<file path="config.mk">
export PLATFORM = sky130hd
export DESIGN_NAME = flash_sample_sequencer
export DESIGN_NICKNAME = d
export VERILOG_FILES = /design/src/rtl/flash_seq_pkg.sv /design/src/rtl/flash_sample_sequencer_addr_updown.sv /design/src/rtl/flash_sample_sequencer.sv
export SDC_FILE = /design/constraint.sdc
export NUM_CORES = 1
export LEC_CHECK = 0
export CORE_MARGIN = 2
export CORE_UTILIZATION = 53
export CTS_CLUSTER_DIAMETER = 40
export DETAILED_ROUTE_END_ITERATION = 16
export GPL_TIMING_DRIVEN = 0
export PLACE_DENSITY = 0.81
export SYNTH_ARGS = -nofsm -noshare
export SYNTH_HDL_FRONTEND = slang
export SYNTH_SLANG_ARGS = --single-unit
</file>
<file path="constraint.sdc">
create_clock -name inclk -period 3.27 [get_ports inclk]
set_clock_uncertainty 0.15 [all_clocks]
set_input_delay 0.327 -clock inclk [delete_from_list [all_inputs] [get_ports inclk]]
set_output_delay 0.327 -clock inclk [all_outputs]
set_load 0.01 [all_outputs]
</file>
<file path="src/rtl/flash_seq_pkg.sv">
// Flash sample sequencer shared definitions:
// FSM state codes and default flash geometry.
package flash_seq_pkg;

   localparam int          ADDR_W_DEF   = 23;
   localparam logic [22:0] MAX_ADDR_DEF = 23'h7FFFF;

   typedef logic [2:0] state_t;

   localparam state_t IDLE     = 3'd0;
   localparam state_t REQ      = 3'd1;
   localparam state_t WAIT_RDY = 3'd2;
   localparam state_t WAIT_T1  = 3'd3;
   localparam state_t WAIT_T2  = 3'd4;
   localparam state_t ADVANCE  = 3'd5;

endpackage

</file>
<file path="src/rtl/flash_sample_sequencer_addr_updown.sv">
// Up/down flash word-address counter with load.
// At the end of range it either wraps or holds.
module addr_updown #(
   parameter int                ADDR_W   = 23,
   parameter logic [ADDR_W-1:0] MAX_ADDR = '1,
   parameter bit                WRAP     = 1'b0
) (
   input  logic              inclk,
   input  logic              reset,
   input  logic              load,
   input  logic [ADDR_W-1:0] load_val,
   input  logic              step,
   input  logic              down,
   output logic [ADDR_W-1:0] addr,
   output logic              at_bound
);

   localparam logic [ADDR_W-1:0] ONE = ADDR_W'(1);

   assign at_bound = down ? (addr == '0) : (addr == MAX_ADDR);

   // load beats step; a step at the boundary wraps or holds
   always_ff @(posedge inclk or negedge reset) begin
      if (!reset) begin
         addr <= '0;
      end else if (load) begin
         addr <= load_val;
      end else if (step) begin
         if (at_bound) begin
            if (WRAP) addr <= down ? MAX_ADDR : '0;
         end else if (down) begin
            addr <= addr - ONE;
         end else begin
            addr <= addr + ONE;
         end
      end
   end

endmodule

</file>
<file path="src/rtl/flash_sample_sequencer.sv">
// Streams 16-bit audio samples out of 32-bit flash words.
// Define SEQ_LOOP_EN to wrap at the ends instead of stopping.
module flash_sample_sequencer
   import flash_seq_pkg::*;
#(
   parameter int                ADDR_W   = ADDR_W_DEF,
   parameter logic [ADDR_W-1:0] MAX_ADDR = ADDR_W'(MAX_ADDR_DEF)
) (
   input  logic              inclk,
   input  logic              reset,
   input  logic              sample_tick,
   input  logic              play,
   input  logic              dir,
   input  logic              restart,
   input  logic              read_ready,
   input  logic [31:0]       flash_readdata,
   output logic              read_start,
   output logic [ADDR_W-1:0] flash_address,
   output logic [15:0]       audio_sample,
   output logic              sample_valid,
   output logic              done
);

`ifdef SEQ_LOOP_EN
   localparam bit LOOP = 1'b1;
`else
   localparam bit LOOP = 1'b0;
`endif

   state_t      state;
   logic [31:0] word_q;
   logic        dir_q;
   logic        pend;
   logic        done_q;
   logic        apply;
   logic        tick_ok;
   logic        adv_step;
   logic        at_bound;
   logic        st_idle, st_req, st_wrdy;
   logic        st_t1, st_t2, st_adv;

   assign st_idle = (state == IDLE);
   assign st_req  = (state == REQ);
   assign st_wrdy = (state == WAIT_RDY);
   assign st_t1   = (state == WAIT_T1);
   assign st_t2   = (state == WAIT_T2);
   assign st_adv  = (state == ADVANCE);

   // a pending restart waits for the in-flight read to finish
   assign apply    = pend && (!st_wrdy || read_ready);
   assign tick_ok  = sample_tick && play && !restart;
   assign adv_step = st_adv && !apply && (LOOP || !at_bound);

   assign read_start = st_req && !pend;

`ifdef SEQ_LOOP_EN
   assign done = 1'b0;
`else
   assign done = done_q;
`endif

   addr_updown #(
      .ADDR_W   (ADDR_W),
      .MAX_ADDR (MAX_ADDR),
      .WRAP     (LOOP)
   ) u_addr (
      .inclk    (inclk),
      .reset    (reset),
      .load     (apply),
      .load_val (dir ? MAX_ADDR : '0),
      .step     (adv_step),
      .down     (dir_q),
      .addr     (flash_address),
      .at_bound (at_bound)
   );

   // sequencing FSM, restart has priority over everything
   always_ff @(posedge inclk or negedge reset) begin
      if (!reset) begin
         state        <= IDLE;
         word_q       <= '0;
         dir_q        <= 1'b0;
         audio_sample <= '0;
         sample_valid <= 1'b0;
         done_q       <= 1'b0;
         pend         <= 1'b0;
      end else begin
         sample_valid <= 1'b0;
         if (restart) pend <= 1'b1;
         if (apply) begin
            pend   <= restart;
            done_q <= 1'b0;
            state  <= play ? REQ : IDLE;
         end else begin
            unique case (1'b1)
               st_idle: begin
                  if (play && !done_q) state <= REQ;
               end
               st_req: begin
                  state <= WAIT_RDY;
               end
               st_wrdy: begin
                  if (read_ready) begin
                     word_q <= flash_readdata;
                     dir_q  <= dir;
                     state  <= WAIT_T1;
                  end
               end
               st_t1: begin
                  if (tick_ok) begin
                     audio_sample <= dir_q ? word_q[31:16]
                                           : word_q[15:0];
                     sample_valid <= 1'b1;
                     state        <= WAIT_T2;
                  end
               end
               st_t2: begin
                  if (tick_ok) begin
                     audio_sample <= dir_q ? word_q[15:0]
                                           : word_q[31:16];
                     sample_valid <= 1'b1;
                     state        <= ADVANCE;
                  end
               end
               st_adv: begin
                  if (!LOOP && at_bound) begin
                     done_q <= 1'b1;
                     state  <= IDLE;
                  end else begin
                     state <= REQ;
                  end
               end
               default: state <= IDLE;
            endcase
         end
      end
   end

endmodule

</file>
== Yosys cells after proc, flatten, opt, wreduce, memory -nomap -nowiden ==
Cells that the tools add are included.
W data, S select, Z words.

* Add/sub/neg operators: 2
* Equality and inequality tests: 13
* Muxes and demuxes: 27
* Bitwise gates (word level): 1
* Reductions and logical operators: 27

{| class="wikitable"
|+ Operators with widths
! kind !! count
|-
| $mux W23 || 4
|-
| $mux W16 || 4
|-
| $pmux W16 S2 || 1
|-
| $add A23 B1 Y23 const B || 1
|-
| $eq A23 B19 Y1 const B || 1
|-
| $logic_not A23 Y1 || 1
|-
| $sub A23 B1 Y23 const B || 1
|-
| $mux W19 || 1
|-
| $pmux W3 S6 || 1
|-
| $mux W3 || 5
|-
| $mux W1 || 11
|-
| $reduce_bool A2 Y1 || 5
|-
| $ne A3 B3 Y1 const B || 3
|-
| $reduce_and A4 Y1 || 2
|-
| $logic_and A1 B1 Y1 || 7
|-
| $eq A3 B2 Y1 const B || 2
|-
| $eq A3 B3 Y1 const B || 2
|-
| $logic_not A1 Y1 || 6
|-
| $ne A2 B2 Y1 const B || 3
|-
| $reduce_and A2 Y1 || 2
|-
| $eq A3 B1 Y1 const B || 1
|-
| $logic_not A3 Y1 || 1
|-
| $ne A3 B2 Y1 const B || 1
|-
| $reduce_and A3 Y1 || 1
|-
| 3 further kinds || 3
|}

* Register bits: 78
* Input port bits: 39
* Output and inout port bits: 42

== Longest topological paths before layout ==
Gate-level depths: netlist (run 1).

* Word-level depth: 9
* Depth in mapped cells: 10
* Gate-level depth less buffers: 8

== By module ==
Synthesis (run 1) repeated with hierarchy kept, for this count alone.

* Cells, all modules: 450
* Area, all modules: 4732.0 um^2

{| class="wikitable"
|+ By module, submodules not included
! module !! times used !! cells an instance !! area each (um^2) !! seq. area each (um^2)
|-
| flash_sample_sequencer || 1 || 182 || 2439.8 || 1376.3
|-
| addr_updown || 1 || 268 || 2292.2 || 575.6
|}

== Least setup slack after synthesis (run 1) ==
OpenSTA, ideal clock, no wires.

* Path type: register to register
* Start point: reg dir_q
* End point: reg u_addr.addr[16]
* Library setup time: 126 ps
* Arrival time: 2520 ps
* Required time: 2994 ps
* Path slack: 474 ps
* Cell stages (with the launch flop): 9
* Buffers on the path: 0
* Clock period less this slack: 2796 ps
* Cell sequence: dfrtp_1 > fa_1 > a211oi_1 > o21ai_0 > a31oi_1 > o21ai_0 > a21oi_1 > xnor2_1 > a221o_1

* Cells in the longest elaborated chain, start to end: 5
* Elaborated cells on any way between the ends: 10
* Classes of those cells: eq/ne: 1; mux: 5; reduce/logical: 4

{| class="wikitable"
|+ RTL lines
! what !! RTL line !! RTL
|-
| start: declaration || flash_sample_sequencer.sv:32 || <nowiki>logic dir_q;</nowiki>
|-
| start signal: assignment || flash_sample_sequencer.sv:105 || <nowiki>dir_q <= dir;</nowiki>
|-
| $mux W1 || flash_sample_sequencer_addr_updown.sv:20 || <nowiki>assign at_bound = down ? (addr == '0) : (addr == MAX_ADDR);</nowiki>
|-
| $logic_not A1 Y1 || flash_sample_sequencer.sv:52 || <nowiki>assign adv_step = st_adv && !apply && (LOOP || !at_bound);</nowiki>
|-
| $logic_and A1 B1 Y1 || flash_sample_sequencer.sv:52 ||
|-
| $reduce_bool A2 Y1 (no line) || -- ||
|-
| $reduce_and A2 Y1 (no line) || -- ||
|-
| end signal: assignment || flash_sample_sequencer_addr_updown.sv:30 || <nowiki>if (WRAP) addr <= down ? MAX_ADDR : '0;</nowiki>
|-
| end signal: assignment || flash_sample_sequencer_addr_updown.sv:32 || <nowiki>addr <= addr - ONE;</nowiki>
|-
| end signal: assignment || flash_sample_sequencer_addr_updown.sv:34 || <nowiki>addr <= addr + ONE;</nowiki>
|-
| end: declaration || flash_sample_sequencer_addr_updown.sv:14 || <nowiki>output logic [ADDR_W-1:0] addr,</nowiki>
|}

Parallel ways exist; a longest one is shown, timed or not. The select of a mux whose other input is x is not followed.
A chain may end at the register's enable or synchronous reset.

== Worst setup path after layout (run 1) ==
Same ends and word-level chain as after synthesis.

==> results.toml, run 1 <==
[run_status]
status = "finished, final reports clean"

[cells_and_area]
final_util_pct = 68.6
areaGrowthSynthToFinish_pct = 25.9
n_fill_cell = 638
antennaDiodeCount = 0
multi_input_comb_area_um2 = 2410
layout.cells.non_filler = 641
drive_above_1_share_pct = 13.4
regArea_um2 = 1960
fin_nets = 592

[timing]
slew_headroom_pct = 46.5
fin_ws_ns = 0.237
hold-worst-slack_ns = 0.164
setup_viol = 0
hold_viol_final = 0
tightestPinTransition_ns = 0.800
fin_crit_sh_pct = 92.8
fmax_mhz = 330
slew_viol_final = 0
rsz0062_at_grt = "no"
period_minus_slack_ns = 3.03

[synthesis]
synth_most_common_cell = "dfrtp_1"
ys_warn_count = 0
synth.avg_cell_area_um2 = 10.2
synth_nets = 499
synthCells = 438
synth_ff_type = "dfrtp_1"
synth-seq-area-share_pct = 43.6
ys_types = 59
yosysTopAreaCell = "dfrtp_1"
async_flop_share_pct = 100
synth_commonest_cells = "78 x dfrtp_1, 48 x o21ai_0, 44 x nand2_1, 35 x a21oi_1, 33 x mux2_2"
synth.area.top_cells = "dfrtp_1 44%, mux2_2 8.3%, ha_1 5.9%, o21ai_0 5.4%, mux2i_1 4.0%"
synth_area_um2 = 4480
synth_edf_count = 0
synth-seq-cells = 78
synth_top_area_share_pct = 43.6

[detailed_routing]
viasPerCell = 5.92
drt-pass1-iter-count = 5
drc = 0
first_iter_violations = 309
via_count = 3797
ant_nets = 0
wl_per_cell_um = 17.7
wirelength_mm = 11.4

[run]
cap_violations = 0

[pwr]
p_leak_nw = 2.42
power_mw = 4.98
peakVddDrop_mv = 0.451
p_per_area_nw_per_um2 = 883

[floorplanning]
core_um2 = 8220
io_pins = 81
die_w_um = 95.9
die_area_um2 = 9200
start_util_pct = 54.5
die_h_um = 95.9
row_count = 33

[worst_setup_path]
crit_slowest_cell = "dfrtp_4"
critical_path_class = "reg2reg"
worstPathCellList = "fa_1 > a211oi_1 > o21ai_0 > a31oi_2 > o21ai_1 > a21oi_1 > xnor2_1 > a221o_1"
cpPeakStageDelay_ns = 0.64
cp.arrival_ns = 3.12
crit_path_max_fanout = 28
path_buf_inv = 0
start_kind = "flip-flop"
end_kind = "flip-flop"
cp_top_family = "compound AO/OA/AOI/OAI gates"
r2r_slack_ns = 0.24
crit_required_ns = 3.36

[grt]
antenna_found_initial = 0
grt_max_degree = 74
grt_usage_pct = 26.1
grt_pass1_vias = 3768
overflow = 0
grt_pass1_wl_mm = 18.5

[min_path]
hold_path.class = "in2async"

[clock_network]
tritoncts = "yes"
cts-root-buf = "clkbuf_8"
post_cts_buffers = 0
clockBufferDepth = 2
numClockSinks = 78
cts_buffers = 9
clk_pin_slew_ns = 0.09
clk_latency_ns = 0.35
h-tree-depth = 3

[place]
numPortBuffers = 80
dp.cells = 624
pre_cts_ws_ns = -0.208
place.gp.congestion = 0.948
dpl.hpwl_mm = 8.38
[per-stage QoR]
stage,TNS [ns],area [um2]
after floorplan,0,4480
after global placement,-73.00,5410
after detailed placement,-0.420,5430
after CTS,0,5630
after global routing,0,5640
final,0,5640
[layout by cell type, fill, tap and decap left out, drive strengths merged, types with 12 or more instances in the layout]
| master | instances |
|---|---|
| xnor2 | 12 |
| nand2 | 44 |
| ha | 21 |
| nor2 | 21 |
| clkdlybuf4s50 | 79 |
| mux2i | 18 |
| dfrtp | 78 |
| mux2 | 33 |
| o21ai | 48 |
| a21oi | 35 |
| clkbuf | 23 |
[state kept, by name (all words and copies together) (netlist names)]
name	flops
sample_valid	1
pend	1
state	3
word_q	32
u_addr.addr	23
done	1
audio_sample	16
dir_q	1
[timing repair]
action	in CTS	in global routing
hold endpoints to repair	78	0
endpoints found under the setup margin	3	4
hold buffers	1	0
resized for setup	1	3
[power by group]
group	switching, mW	internal, mW	leakage (nW)
Clock	0.398	0.285	0.0877
Sequential	0.336	1.34	0.979
Combinational	1.35	1.27	1.35
[per-layer routing]
layer	vias to the layer above	global-route usage, %	share of wire, %
met5	-	0	0
met4	0	9.05	2.1
met3	23	5.25	6.0
met2	131	42.7	49
met1	1853	34.8	43
li1	1790	-	-
[worst register-to-register path: stages (launching register included)]
cell	delay [ns]
dfrtp_4	0.64
fa_1	0.48
a211oi_1	0.35
o21ai_0	0.23
a31oi_2	0.27
o21ai_1	0.19
a21oi_1	0.20
xnor2_1	0.10
a221o_1	0.31
[cells by family (layout without fill, tap and decap cells)]
| kind of cell | count (synthesis) | count (layout) | share of synthesized area [%] |
|---|---|---|---|
| AOI/OAI and AO/OA | 128 | 128 | 17.7 |
| adders and majority gates | 22 | 22 | 6.32 |
| muxes | 51 | 51 | 12.3 |
| buffers and inverters | 27 | 125 | 2.63 |
| and+or+nand+nor | 110 | 110 | 13.1 |
| xor gates and xnor gates | 22 | 22 | 4.30 |
| DFF | 78 | 78 | 43.6 |
[path summary, 6_finish.rpt]
check,from,endpoint,depth (start not counted)
worst max-delay path,dir_q$_DFFE_PN0P_,u_addr.addr[16]$_DFFE_PN0P_,8
worst max register to register,dir_q$_DFFE_PN0P_,u_addr.addr[16]$_DFFE_PN0P_,8
worst min-delay path,reset,u_addr.addr[15]$_DFFE_PN0P_,2
worst min register to register,audio_sample[15]$_DFFE_PN0P_,audio_sample[15]$_DFFE_PN0P_,2
max in group asynchronous,reset,dir_q$_DFFE_PN0P_,3
min in group inclk,audio_sample[15]$_DFFE_PN0P_,audio_sample[15]$_DFFE_PN0P_,2
[cell type report]
cell class	count	share of cell area, %
multi-input combinational	333	42.8
sequential	78	34.7
timing repair buffer	82	14.8
tap	105	2.33
clock buffer	9	2.20
buffer	21	1.69
clock inverter	7	1.02
inverter	6	0.400
(Power assumes the default switching activity.)
==> inputs of run 2 (changes only) <==
--- a/config.mk
+++ b/config.mk
@@ -6,11 +6,12 @@
 export NUM_CORES = 1
 export LEC_CHECK = 0
 export CORE_MARGIN = 2
-export CORE_UTILIZATION = 53
+export CORE_UTILIZATION = 54
 export CTS_CLUSTER_DIAMETER = 40
 export DETAILED_ROUTE_END_ITERATION = 16
 export GPL_TIMING_DRIVEN = 0
 export PLACE_DENSITY = 0.81
 export SYNTH_ARGS = -nofsm -noshare
 export SYNTH_HDL_FRONTEND = slang
+export SYNTH_HIERARCHICAL = 1
 export SYNTH_SLANG_ARGS = --single-unit
==> results.toml, run 2 <==
[cells_and_area]
areaGrowthSynthToFinish_pct = 24.8
fin_nets = 607
final_util_pct = 68.7
layout_common_cells = "79 x clkdlybuf4s50_1, 77 x dfrtp_1, 40 x nand2_1, 35 x mux2_2, 33 x a21oi_1"
largest_register = "word_q"
layout.cells.non_filler = 659
regArea_um2 = 1950
antennaDiodeCount = 0
largestRegisters = "word_q x32, u_addr/addr x23, audio_sample x16"
drive_above_1_share_pct = 17.8
largest_reg_flops = 32
multi_input_comb_area_um2 = 2650
final_common_cell = "clkdlybuf4s50_1"
n_fill_cell = 648

[worst_setup_path]
cp.arrival_ns = 3.26
crit_required_ns = 3.37
start_kind = "flip-flop"
end_kind = "flip-flop"
critical_path_class = "reg2reg"
path_buf_inv = 0
crit_path_max_fanout = 30
crit_slowest_cell = "dfrtp_2"
cpPeakStageDelay_ns = 0.66
cp_top_family = "compound AO/OA/AOI/OAI gates"
worstPathCellList = "fa_1 > a21o_1 > a221oi_2 > o21ba_4 > o21ba_1 > o221ai_2 > mux2i_1 > a211o_1"

[timing]
hold_viol_final = 0
tightestPinTransition_ns = 0.764
fin_crit_sh_pct = 96.7
fin_ws_ns = 0.107
setup_viol = 0
slew_headroom_pct = 48.6
slew_viol_final = 0
rsz0062_at_grt = "no"
fmax_mhz = 316
period_minus_slack_ns = 3.16
hold-worst-slack_ns = 0.200

[pwr]
p_per_area_nw_per_um2 = 920
p_leak_nw = 2.50
peakVddDrop_mv = 0.420

[place]
dp.cells = 642
place.gp.congestion = 0.913
pre_cts_ws_ns = -0.190
dpl.hpwl_mm = 8.73
numPortBuffers = 80

[clock_network]
tritoncts = "yes"
h-tree-depth = 3
clk_latency_ns = 0.36
clk_pin_slew_ns = 0.09
post_cts_buffers = 0
clockBufferDepth = 2
numClockSinks = 78
cts-root-buf = "clkbuf_8"
cts_buffers = 9

[detailed_routing]
via_count = 3927
drc = 0
wl_per_cell_um = 18.2
first_iter_violations = 179
ant_nets = 0
wirelength_mm = 12.0
drt-pass1-iter-count = 4
viasPerCell = 5.96

[synthesis]
ys_warn_count = 6
synth.area.top_cells = "dfrtp_1 41%, mux2_2 8.3%, mux2i_1 6.3%, ha_1 5.6%, a21oi_1 3.5%"
synthCells = 450
synth_most_common_cell = "dfrtp_1"
yosysTopAreaCell = "dfrtp_1"
ys_types = 64
synth-seq-cells = 78
synth_area_um2 = 4730
synth-seq-area-share_pct = 41.2
synth_commonest_cells = "78 x dfrtp_1, 40 x nand2_1, 35 x mux2_2, 33 x a21oi_1, 30 x mux2i_1"
synth_top_area_share_pct = 41.2
synth.avg_cell_area_um2 = 10.5
synth_ff_type = "dfrtp_1"
synth_edf_count = 0
async_flop_share_pct = 100

[floorplanning]
io_pins = 81
core_um2 = 8590
die_w_um = 97.6
die_h_um = 97.6
start_util_pct = 55.1
die_area_um2 = 9530
row_count = 34

[run]
cap_violations = 0

[grt]
grt_max_degree = 67
antenna_found_initial = 0
grt_pass1_vias = 3907
overflow = 0
grt_usage_pct = 26.0
grt_pass1_wl_mm = 19.8

[min_path]
hold_path.class = "in2async"

[run_status]
status = "finished, final reports clean"
[run 2: changes by cell type after synthesis, moves of 5 or more]
cell      previous run  this run
nor3b_1              1         9
o21ai_0             48        29
nor4_1               1         6
nor2_1              21        26
or3_1                1         8
a21oi_2              0        15
clkbuf_1            13         6
mux2i_1             18        30
[run 2: per-stage QoR]
stage          cell area, um2  setup TNS [ns]  power [mW]
4_1_cts                  5910               0        5.42
3_5_place_dp             5700          -0.515        4.69
2_1_floorplan            4740               0        3.71
6_report                 5910               0        5.43
5_1_grt                  5910               0        5.82
3_3_place_gp             5680          -75.47        4.56
[run 2: logic make-up (layout without fill, tap and decap cells)]
group	count (synthesis)	count (layout)	synth area share, %
and+or+nand+nor	127	127	14.3
muxes	65	65	14.7
AOI/OAI and AO/OA	114	114	17.2
adders and majority gates	22	22	5.98
buffers and inverters	25	123	3.04
xor gates and xnor gates	18	18	3.49
DFF	78	78	41.2
other	1	4	0.0792
[run 2: worst paths after layout]
kind / slack [ns] / from / cells after the start / to
min in group inclk: 0.36 / word_q[8]$_DFFE_PN0P_ / 1 / word_q[8]$_DFFE_PN0P_
max reg2reg: 0.11 / dir_q$_DFFE_PN0P_ / 8 / u_addr/addr[20]$_DFFE_PN0P_
min reg2reg: 0.36 / word_q[8]$_DFFE_PN0P_ / 1 / word_q[8]$_DFFE_PN0P_
max in group asynchronous: 2.17 / reset / 3 / dir_q$_DFFE_PN0P_
min: 0.20 / reset / 2 / audio_sample[13]$_DFFE_PN0P_
max: 0.11 / dir_q$_DFFE_PN0P_ / 8 / u_addr/addr[20]$_DFFE_PN0P_
[run 2: worst reg2reg max path, cell delays in order, from the launching register on]
cell and delay [ns]:
dfrtp_2 0.66, fa_1 0.56, a21o_1 0.23, a221oi_2 0.38, o21ba_4 0.26, o21ba_1 0.24
o221ai_2 0.15, mux2i_1 0.16, a211o_1 0.27
[run 2: area by class of cell]
class                      instances  share of cell area, %
clock buffer                      11                   2.22
multi-input combinational        350                   44.8
inverter                           6                  0.381
tap                              108                   2.29
sequential                        78                   33.1
buffer                            19                   2.06
clock inverter                     5                  0.996
timing repair buffer              82                   14.2
[run 2: what timing repair did]
item                                   in CTS  in global routing
setup endpoints to repair                  17                  0
hold buffers                                1                  0
resized for setup                           1                  0
endpoints found under the hold margin      31                  0
[run 2: power breakdown]
| group | leakage [nW] | switching [mW] | internal (mW) |
|---|---|---|---|
| logic | 1.45 | 1.54 | 1.44 |
| registers | 0.953 | 0.373 | 1.36 |
| clock network | 0.0899 | 0.368 | 0.355 |
| total | 2.50 | 2.28 | 3.15 |
[run 2: routing by layer]
metal  track usage (%)  routed length (um)
met5                 0                   0
met4              8.55                 269
met3              5.18                 523
met2              43.1                5890
met1              34.4                5340
